$ cat config.mk
export PLATFORM = sky130hd
export DESIGN_NAME = core_ex_regfile_sb_flat
export DESIGN_NICKNAME = d
export VERILOG_FILES = /design/src/rtl/core_ex_regfile_sb_if.sv /design/src/rtl/core_ex_regfile_sb.sv /design/src/flat_wrapper.sv
export SDC_FILE = /design/constraint.sdc
export NUM_CORES = 2
export LEC_CHECK = 0
export BUFFER_PORTS_ARGS = -buffer_cell sky130_fd_sc_hd__buf_2
export CAP_MARGIN = 20
export CORE_UTILIZATION = 50
export DETAILED_ROUTE_END_ITERATION = 7
export PLACE_DENSITY_LB_ADDON = 0.12
export SLEW_MARGIN = 20
export SYNTH_ARGS = -nofsm -noshare
export SYNTH_HDL_FRONTEND = slang
export SYNTH_SLANG_ARGS = --single-unit
export TNS_END_PERCENT = 1
$ cat constraint.sdc
create_clock -name clk -period 9.15 [get_ports clk]
set_input_delay 1.83 -clock clk [delete_from_list [all_inputs] [get_ports clk]]
set_output_delay 1.83 -clock clk [all_outputs]
set_load 0.02 [all_outputs]
$ cat src/rtl/core_ex_regfile_sb_if.sv
// Register file / scoreboard bus bundle.
// The master side is the pipeline (read indices, writebacks, issue, flush);
// the slave side is the register file returning read data, busy flags and
// the busy-register count.
interface core_ex_regfile_sb_if #(
    parameter int XLEN  = 32,
    parameter int IDX_W = 5,
    parameter int NRD   = 2,
    parameter int CNT_W = 6
);
    logic [NRD*IDX_W-1:0] rd_idx;
    logic [NRD*XLEN-1:0]  rd_dat;
    logic [NRD-1:0]       rd_busy;

    logic                 wb0_wen;
    logic [IDX_W-1:0]     wb0_idx;
    logic [XLEN-1:0]      wb0_dat;

    logic                 wb1_wen;
    logic [IDX_W-1:0]     wb1_idx;
    logic [XLEN-1:0]      wb1_dat;

    logic                 iss_vld;
    logic [IDX_W-1:0]     iss_idx;

    logic                 flush;
    logic [CNT_W-1:0]     busy_cnt;

    modport master (
        output rd_idx,
        input  rd_dat,
        input  rd_busy,
        output wb0_wen,
        output wb0_idx,
        output wb0_dat,
        output wb1_wen,
        output wb1_idx,
        output wb1_dat,
        output iss_vld,
        output iss_idx,
        output flush,
        input  busy_cnt
    );

    modport slave (
        input  rd_idx,
        output rd_dat,
        output rd_busy,
        input  wb0_wen,
        input  wb0_idx,
        input  wb0_dat,
        input  wb1_wen,
        input  wb1_idx,
        input  wb1_dat,
        input  iss_vld,
        input  iss_idx,
        input  flush,
        output busy_cnt
    );
endinterface

$ cat src/rtl/core_ex_regfile_sb.sv
// Execute-stage register file with a per-register busy scoreboard.
// x0 has no storage: it always reads 0, ignores writes and is never busy.
// Two writeback ports (wb0 = ALU, wb1 = LSU); wb1 wins on an index clash.
// busy_cnt tracks the number of busy registers incrementally and cannot wrap
// because at most RF_NUM-1 bits can ever be set.
// Optional feature: define CORE_RF_BYPASS_EN to forward same-cycle writeback
// data (and the cleared busy state) straight to the read ports. Without it the
// read ports see registered state only.
module core_ex_regfile_sb #(
    parameter int XLEN   = 32,
    parameter int RF_NUM = 32,
    parameter int IDX_W  = 5,
    parameter int NRD    = 2,
    parameter int CNT_W  = 6
) (
    input logic               clk,
    input logic               rst_n,
    core_ex_regfile_sb_if.slave bus
);

    // Architectural storage, x1..x(RF_NUM-1) only.
    logic [XLEN-1:0]   rf_q [1:RF_NUM-1];
    logic [XLEN-1:0]   rf_d [1:RF_NUM-1];

    // Scoreboard; bit 0 is never set because no mask ever touches it.
    logic [RF_NUM-1:0] busy_q;
    logic [RF_NUM-1:0] busy_d;

    logic [CNT_W-1:0]  cnt_q;
    logic [CNT_W-1:0]  cnt_d;

    // Qualified write / issue strobes (index 0 is a no-op target).
    logic              wb0_act;
    logic              wb1_act;
    logic              iss_act;

    logic [RF_NUM-1:0] set_mask;
    logic [RF_NUM-1:0] clr_mask;
    logic [RF_NUM-1:0] new_set;
    logic [RF_NUM-1:0] dropped;
    logic [CNT_W-1:0]  inc;
    logic [CNT_W-1:0]  dec;

    logic [NRD*XLEN-1:0] rd_dat_c;
    logic [NRD-1:0]      rd_busy_c;
    logic [IDX_W-1:0]    rd_sel;
    logic [XLEN-1:0]     rd_val;
    logic                rd_bsy;

    assign wb0_act = bus.wb0_wen && (bus.wb0_idx != '0);
    assign wb1_act = bus.wb1_wen && (bus.wb1_idx != '0);
    assign iss_act = bus.iss_vld && (bus.iss_idx != '0);

    // Next register contents: wb1 is applied last so it wins a same-index clash.
    always_comb begin
        rf_d = rf_q;
        if (wb0_act) begin
            rf_d[bus.wb0_idx] = bus.wb0_dat;
        end
        if (wb1_act) begin
            rf_d[bus.wb1_idx] = bus.wb1_dat;
        end
    end

    // One-hot set/clear requests for the scoreboard this cycle.
    always_comb begin
        set_mask = '0;
        clr_mask = '0;
        if (iss_act) begin
            set_mask[bus.iss_idx] = 1'b1;
        end
        if (wb0_act) begin
            clr_mask[bus.wb0_idx] = 1'b1;
        end
        if (wb1_act) begin
            clr_mask[bus.wb1_idx] = 1'b1;
        end
    end

    // Next busy bits and count: set beats clear, flush beats everything.
    always_comb begin
        new_set = set_mask & ~busy_q;
        dropped = busy_q & clr_mask & ~set_mask;
        inc     = '0;
        dec     = '0;
        for (int i = 0; i < RF_NUM; i++) begin
            inc = inc + CNT_W'(new_set[i]);
            dec = dec + CNT_W'(dropped[i]);
        end
        if (bus.flush) begin
            busy_d = '0;
            cnt_d  = '0;
        end else begin
            busy_d = (busy_q & ~clr_mask) | set_mask;
            cnt_d  = cnt_q + inc - dec;
        end
    end

    // Combinational read ports, optionally forwarding same-cycle writebacks.
    always_comb begin
        rd_dat_c  = '0;
        rd_busy_c = '0;
        rd_sel    = '0;
        rd_val    = '0;
        rd_bsy    = 1'b0;
        for (int k = 0; k < NRD; k++) begin
            rd_sel = bus.rd_idx[k*IDX_W +: IDX_W];
            rd_val = '0;
            if (rd_sel != '0) begin
                rd_val = rf_q[rd_sel];
            end
            rd_bsy = busy_q[rd_sel];
`ifdef CORE_RF_BYPASS_EN
            if (wb1_act && (bus.wb1_idx == rd_sel)) begin
                rd_val = bus.wb1_dat;
                rd_bsy = iss_act && (bus.iss_idx == rd_sel);
            end else if (wb0_act && (bus.wb0_idx == rd_sel)) begin
                rd_val = bus.wb0_dat;
                rd_bsy = iss_act && (bus.iss_idx == rd_sel);
            end
`else
`endif
            rd_dat_c[k*XLEN +: XLEN] = rd_val;
            rd_busy_c[k]             = rd_bsy;
        end
    end

    assign bus.rd_dat   = rd_dat_c;
    assign bus.rd_busy  = rd_busy_c;
    assign bus.busy_cnt = cnt_q;

    // State registers with synchronous active-low reset.
    always_ff @(posedge clk) begin
        if (!rst_n) begin
            for (int i = 1; i < RF_NUM; i++) begin
                rf_q[i] <= '0;
            end
            busy_q <= '0;
            cnt_q  <= '0;
        end else begin
            rf_q   <= rf_d;
            busy_q <= busy_d;
            cnt_q  <= cnt_d;
        end
    end

endmodule
$ cat src/flat_wrapper.sv
// flat-port wrapper written by rule: the top's interface ports become plain ports
module core_ex_regfile_sb_flat 
#(
    parameter int XLEN   = 32,
    parameter int RF_NUM = 32,
    parameter int IDX_W  = 5,
    parameter int NRD    = 2,
    parameter int CNT_W  = 6
)
  (clk, rst_n, bus_rd_idx, bus_rd_dat, bus_rd_busy, bus_wb0_wen, bus_wb0_idx, bus_wb0_dat, bus_wb1_wen, bus_wb1_idx, bus_wb1_dat, bus_iss_vld, bus_iss_idx, bus_flush, bus_busy_cnt);
  core_ex_regfile_sb_if #(.XLEN(XLEN), .IDX_W(IDX_W), .NRD(NRD), .CNT_W(CNT_W)) bus_i ();
  input logic clk;
  input logic rst_n;
  input wire logic [$bits(bus_i.rd_idx)-1:0] bus_rd_idx;
  output wire logic [$bits(bus_i.rd_dat)-1:0] bus_rd_dat;
  output wire logic [$bits(bus_i.rd_busy)-1:0] bus_rd_busy;
  input wire logic [$bits(bus_i.wb0_wen)-1:0] bus_wb0_wen;
  input wire logic [$bits(bus_i.wb0_idx)-1:0] bus_wb0_idx;
  input wire logic [$bits(bus_i.wb0_dat)-1:0] bus_wb0_dat;
  input wire logic [$bits(bus_i.wb1_wen)-1:0] bus_wb1_wen;
  input wire logic [$bits(bus_i.wb1_idx)-1:0] bus_wb1_idx;
  input wire logic [$bits(bus_i.wb1_dat)-1:0] bus_wb1_dat;
  input wire logic [$bits(bus_i.iss_vld)-1:0] bus_iss_vld;
  input wire logic [$bits(bus_i.iss_idx)-1:0] bus_iss_idx;
  input wire logic [$bits(bus_i.flush)-1:0] bus_flush;
  output wire logic [$bits(bus_i.busy_cnt)-1:0] bus_busy_cnt;
  assign bus_i.rd_idx = bus_rd_idx;
  assign bus_rd_dat = bus_i.rd_dat;
  assign bus_rd_busy = bus_i.rd_busy;
  assign bus_i.wb0_wen = bus_wb0_wen;
  assign bus_i.wb0_idx = bus_wb0_idx;
  assign bus_i.wb0_dat = bus_wb0_dat;
  assign bus_i.wb1_wen = bus_wb1_wen;
  assign bus_i.wb1_idx = bus_wb1_idx;
  assign bus_i.wb1_dat = bus_wb1_dat;
  assign bus_i.iss_vld = bus_iss_vld;
  assign bus_i.iss_idx = bus_iss_idx;
  assign bus_i.flush = bus_flush;
  assign bus_busy_cnt = bus_i.busy_cnt;
  core_ex_regfile_sb #(.XLEN(XLEN), .RF_NUM(RF_NUM), .IDX_W(IDX_W), .NRD(NRD), .CNT_W(CNT_W)) u_core (.clk(clk), .rst_n(rst_n), .bus(bus_i));
endmodule
* Word level (Yosys, flattened, before mapping)
Index checks and enable logic that the tools add are counted.
** Storage, ports and cells
- Flip-flop bits (word level) :: 1030
- Latch bits :: 0
- Memory bits (writable) :: 0
- Bits in read-only memories :: 0
- Bits of input ports :: 95
- Output and inout bits :: 72
- Logic and storage cells :: 168
- Memories kept :: 0
** Operators by class
- $add $sub $neg :: 64
- Multiply operators :: 0
- Div/mod/pow operators :: 0
- $lt $le $gt $ge :: 14
- Equality and inequality tests :: 0
- Shift operators :: 0
- Mux-type cells :: 29
- Bitwise operators :: 14
- Reductions and logical operators :: 14
** Operators with widths (count)
- $bwmux W992 :: 2
- $mux W992 :: 2
- $add A6 B1 Y6 :: 60
- $mux W32 :: 11
- $bmux W32 S5 :: 2
- $demux W32 S5 :: 2
- $and A32 B32 Y32 :: 4
- $not A32 Y32 :: 3
- $or A32 B32 Y32 :: 2
- $lt A5 B6 Y1 const B :: 5
- $reduce_bool A5 Y1 :: 5
- $ge A6 B6 Y1 const B :: 4
- $not A5 Y6 :: 4
- $demux W1 S5 :: 3
- $ge A5 B1 Y1 const B :: 3
- $lt A6 B1 Y1 const B :: 2
- $bmux W1 S5 :: 2
- $logic_and A1 B1 Y1 :: 8
- $add A6 B6 Y6 :: 1
- $sub A6 B6 Y6 :: 1
- $mux W1 :: 5
- $add A1 B1 Y2 :: 2
- $reduce_or A2 Y1 :: 1
- $not A1 Y1 :: 1

* Longest topological paths before layout
- Word-level depth :: 41
- Mapped depth :: 27
- Depth with buffers taken out :: 25

* Worst setup path after synthesis
OpenSTA, ideal clock, no wires.
- Path type :: input-to-reg
- Start point :: in bus_wb0_idx[3]
- End point :: reg u_core.cnt_q[5], in the netlist u_core.bus.busy_cnt[5]
- Setup time :: 0.128 ns
- Data arrival time :: 8.397 ns
- Data required time :: 9.022 ns
- Path slack :: 0.625 ns
- Stages :: 27
- Buffers on the path :: 3
- Cells stage by stage :: buf_2 nor2_1 clkbuf_1 nand2_1 clkbuf_1 nand2_1 and3_1 ha_1 inv_1 fa_1 fa_1 inv_1 fa_1 fa_1 inv_1 fa_1 fa_1 inv_1 fa_1 fa_1 inv_1 ha_1 fa_1 a21o_1 a21oi_1 xnor2_1 nor2_1
** Between the ends
- Longest elaborated chain between the ends :: 41
- Elaborated cells on any way between the ends :: 44
- Those cells by class :: add/sub (32); order compare (2); mux (4); bitwise (3); reduce/logical (3)
** Ends and longest elaborated chain
- from (decl) :: RTL line flat_wrapper.sv:18 : input wire logic [$bits(bus_i.wb0_idx)-1:0] bus_wb0_idx;
- $lt A5 B6 Y1 (not written as such) or $ge A5 B1 Y1 (tied branches) :: RTL line core_ex_regfile_sb.sv:73 : clr_mask[bus.wb0_idx] = 1'b1;
- $logic_and A1 B1 Y1 (not written as such) :: RTL line core_ex_regfile_sb.sv:73
- $mux W1 (not written as such) :: RTL line core_ex_regfile_sb.sv:73
- $demux W1 S5
- $mux W32 * :: RTL line core_ex_regfile_sb.sv:72 : if (wb0_act) begin
- $or A32 B32 Y32 (no source line)
- $mux W32 * :: RTL line core_ex_regfile_sb.sv:75 : if (wb1_act) begin
- $and A32 B32 Y32 * (2 in series) :: RTL line core_ex_regfile_sb.sv:83 : dropped = busy_q & clr_mask & ~set_mask;
- $add A1 B1 Y2 :: RTL line core_ex_regfile_sb.sv:88 : dec = dec + CNT_W'(dropped[i]);
- $add A6 B1 Y6 (29 in series) :: RTL line core_ex_regfile_sb.sv:88
- $add A6 B1 Y6 * :: RTL line core_ex_regfile_sb.sv:88
- $sub A6 B6 Y6 * :: RTL line core_ex_regfile_sb.sv:95 : cnt_d = cnt_q + inc - dec;
- to (signal assigned) :: RTL line core_ex_regfile_sb.sv:143 : cnt_q <= cnt_d;
- to (decl) :: RTL line core_ex_regfile_sb.sv:29 : logic [CNT_W-1:0] cnt_q;
Every way passes the cells marked *; elsewhere a longest branch is shown, timed or not.
A chain may end at the register's enable or synchronous reset.

* Worst setup path in the final report
- Start point :: in bus_wb0_wen
- End point :: reg u_core.cnt_q[5], in the netlist u_core.bus.busy_cnt[5]
** Between the ends
- Longest elaborated chain between the ends :: 38
** Ends and longest elaborated chain
- from (decl) :: RTL line flat_wrapper.sv:17 : input wire logic [$bits(bus_i.wb0_wen)-1:0] bus_wb0_wen;
- $logic_and A1 B1 Y1 * :: RTL line core_ex_regfile_sb.sv:50 : assign wb0_act = bus.wb0_wen && (bus.wb0_idx != '0);
- $mux W32 * :: RTL line core_ex_regfile_sb.sv:72
- $or A32 B32 Y32 (no source line)
- $mux W32 * :: RTL line core_ex_regfile_sb.sv:75
- $and A32 B32 Y32 * (2 in series) :: RTL line core_ex_regfile_sb.sv:83
- $add A1 B1 Y2 :: RTL line core_ex_regfile_sb.sv:88
- $add A6 B1 Y6 (29 in series) :: RTL line core_ex_regfile_sb.sv:88
- $add A6 B1 Y6 * :: RTL line core_ex_regfile_sb.sv:88
- $sub A6 B6 Y6 * :: RTL line core_ex_regfile_sb.sv:95
Marks and branches as above.

==> metrics.txt <==
fin area=68690 um2; Placer Congestion=0.9814; max_slew headroom=7.568%; Pre-antenna DRT Iters=8; Hold Vio Cnt, Final=0; register area share after synthesis=32.37%; biggest area consumer among synthesized cells=dfxtp_1; HPWL Detailed=185.8 mm; met3 GRT Util=17.73%; # setup viols final=0; Post-DRT Antenna Nets=0; Ports=167; vias in the first global route=60.06k; Storage cell area=20620 um2; hold depth=2; H-tree depth=3; Crit Path Class=input port to flip-flop; CP dominant cell by count=fa_1; fin. max-slew vios=0; final WL=320.7 mm; Wirelength per Cell=37.83 um; GR Util met2=66.42%; # rows=130; Synth cell types=68; CTS tree=done; fmax=124.6 MHz; via/cell ratio=7.691; Worst path slowest cell=nor4bb_4; EDFF count, synth=0; R2R depth=21; core area=126100 um2; Starting Density=50.53%; Layout fillers=11.31k; largest net degree at the start of global routing=211; area occupied by multi-input gates=39220 um2; share of layout cells above drive strength 1=16.95%; largest cells by area after synthesis=dfxtp_1 32%, mux4_2 14%, a311oi_1 8.5%; placed cell area=64690 um2; chip height=358.9 um; top cell type's share of synthesized area=32.37%; VDD IR max=0.0001887 V; clk slew on worst S/H paths=0.06 ns; clk_lat worst skew=0.77 ns; full die area=128800 um2; Critical Path RT=9.79 ns; GRT overflow=0; Setup TNS=0 ns; syn avg cell area=8.833 um2; RSZ-0062 raised after global routing=no; HP Class=flip-flop to flip-flop; die width=358.9 um; worst slew pin tran=1.386 ns; worst-path maximum fanout=22; number of synthesis warnings=0; power density cells=165.4 nW/um2; worst-path cell chain=buf_2 -> nor4bb_4 -> buf_4 -> nand2_2 -> nand2_1 -> and3_1 -> ha_1 -> fa_1 -> inv_1 -> fa_1 -> fa_1 -> fa_1 -> fa_1 -> inv_1 -> fa_1 -> fa_1 -> inv_1 -> ha_1 -> fa_1 -> a21o_1 -> a21oi_1 -> xnor2_1 -> nor2_1; status=finished, final reports clean; final period utilization=87.71%; #FFs+latches synth=1030; post-cts hold buffer count=0; All-Layer GR Usage=48.05%; Leak=23.54 nW; # clock sinks=1030; Residual DRC=0; most frequent cell after synthesis=dfxtp_1; Synth Cell Area=63690 um2; setup bufs post-CTS=0; dominant synthesized flop cell=dfxtp_1; maxcap violations=0; Startpoint Class=input port; Arr. time, crit path=8.67 ns; area grow syn2layout=7.840%; I/O Buffers=166; met1 Use GR=61.13%; GRT Max-Usage Layer=met2; cts bufs inserted=116; Bufs on Longest Clock Path=3; PostCTS Resize Cnt=0; synthesized instance count=7211; Tmin final=8.026 ns; Fin Clk Skew=0.03926 ns; NumNets Final=6881; crit end category=flip-flop; clock root cell=clkbuf_16; first-pass GRT wire length=450.5 mm; FFs w/ async S/R, synth=0%; DRT iter0 DRCs=11.44k; CP peak stage delay=0.67 ns; most frequent cells after synthesis=1030 x dfxtp_1, 933 x nor2_1, 750 x nand2_1; initial antenna violation count=54; via count=65.20k
-- where the power goes --
group / leakage [nW] / total, mW / internal [mW] / switching, mW
combinational: 13.3 / 1.78 / 0.535 / 1.25
sequential: 8.32 / 4.65 / 4.58 / 0.0734
clock: 1.93 / 4.93 / 2.80 / 2.13
-- state kept, by name, indices dropped and copies added, names as in the netlist --
signal and count:
u_core.rf_q 992, u_core.bus.busy_cnt 6, u_core.busy_q 32
-- layout by cell type, fill, tap and decap left out, drive strengths merged, types with 59 or more instances in the layout --
cell type  synthesis  final
a211oi           335    335
a21oi            184    184
a22oi            193    193
a311oi           617    617
buf              244    362
clkbuf           737    172
dfxtp           1030   1030
fa                59     59
inv               78     81
mux2              66     66
mux2i            388    388
mux4             404    404
nand2            750    750
nand3            573    573
nor2             938    938
o21ai            157    157
o22ai            128    128
-- routing by layer --
layer / share of wire, % / vias up
met5: 0.11 / -
met4: 8.4 / 48
met3: 15 / 1373
met2: 41 / 5755
met1: 36 / 31893
li1: - / 26127
-- metrics by stage --
stage	power (mW)	cells	utilization, %	hold slack (ns)	setup slack, ns
floorplan	5.806	7212	-	0.4156	0.6253
global placement	6.436	8242	51.31	0.4297	0.4076
detailed placement	6.440	8242	51.32	0.4399	0.3733
CTS	11.26	8453	54.41	0.4498	1.184
global route	11.57	8470	54.47	0.4904	0.8497
finish	11.36	8477	54.49	0.4522	1.124
-- layout make-up --
type	instances	area share [%]
multi-input cells	5123	57.10
flip-flops and latches	1030	30.02
clock buffers	172	4.984
repair buffers	362	3.683
well taps	1650	3.006
clock inverters	39	0.6904
inverters	78	0.4372
diodes	23	0.08379
-- critical path: cells and delay by family --
kind / cells / cell delay (ns)
adders and majority gates: 10 / 4.31
and+or+nand+nor: 5 / 1.12
buffers and inverters: 5 / 0.90
AOI/OAI and AO/OA: 2 / 0.37
xor gates and xnor gates: 1 / 0.15
-- final timing paths --
kind / start / to / slack, ns
worst min register to register: u_core.busy_q[0] / u_core.busy_q[0] / 0.45
worst max-delay path: bus_wb0_wen / u_core.bus.busy_cnt[5] / 1.12
worst max register to register: u_core.busy_q[1] / u_core.bus.busy_cnt[5] / 2.72
worst min-delay path: u_core.busy_q[0] / u_core.busy_q[0] / 0.45
-- logic make-up (layout without fill, tap and decap cells) --
kind of cell	count (synthesis)	in the layout	share of synthesized area [%]
mux	858	858	21.55
fa+ha+maj	75	75	2.169
other cells	1	25	0.005888
xor+xnor	6	6	0.08250
flops	1030	1030	32.37
buf+inv	1059	651	6.893
simple gates	2424	2424	16.28
compound gates	1758	1758	20.65
Power figures use the tool's default switching activity.
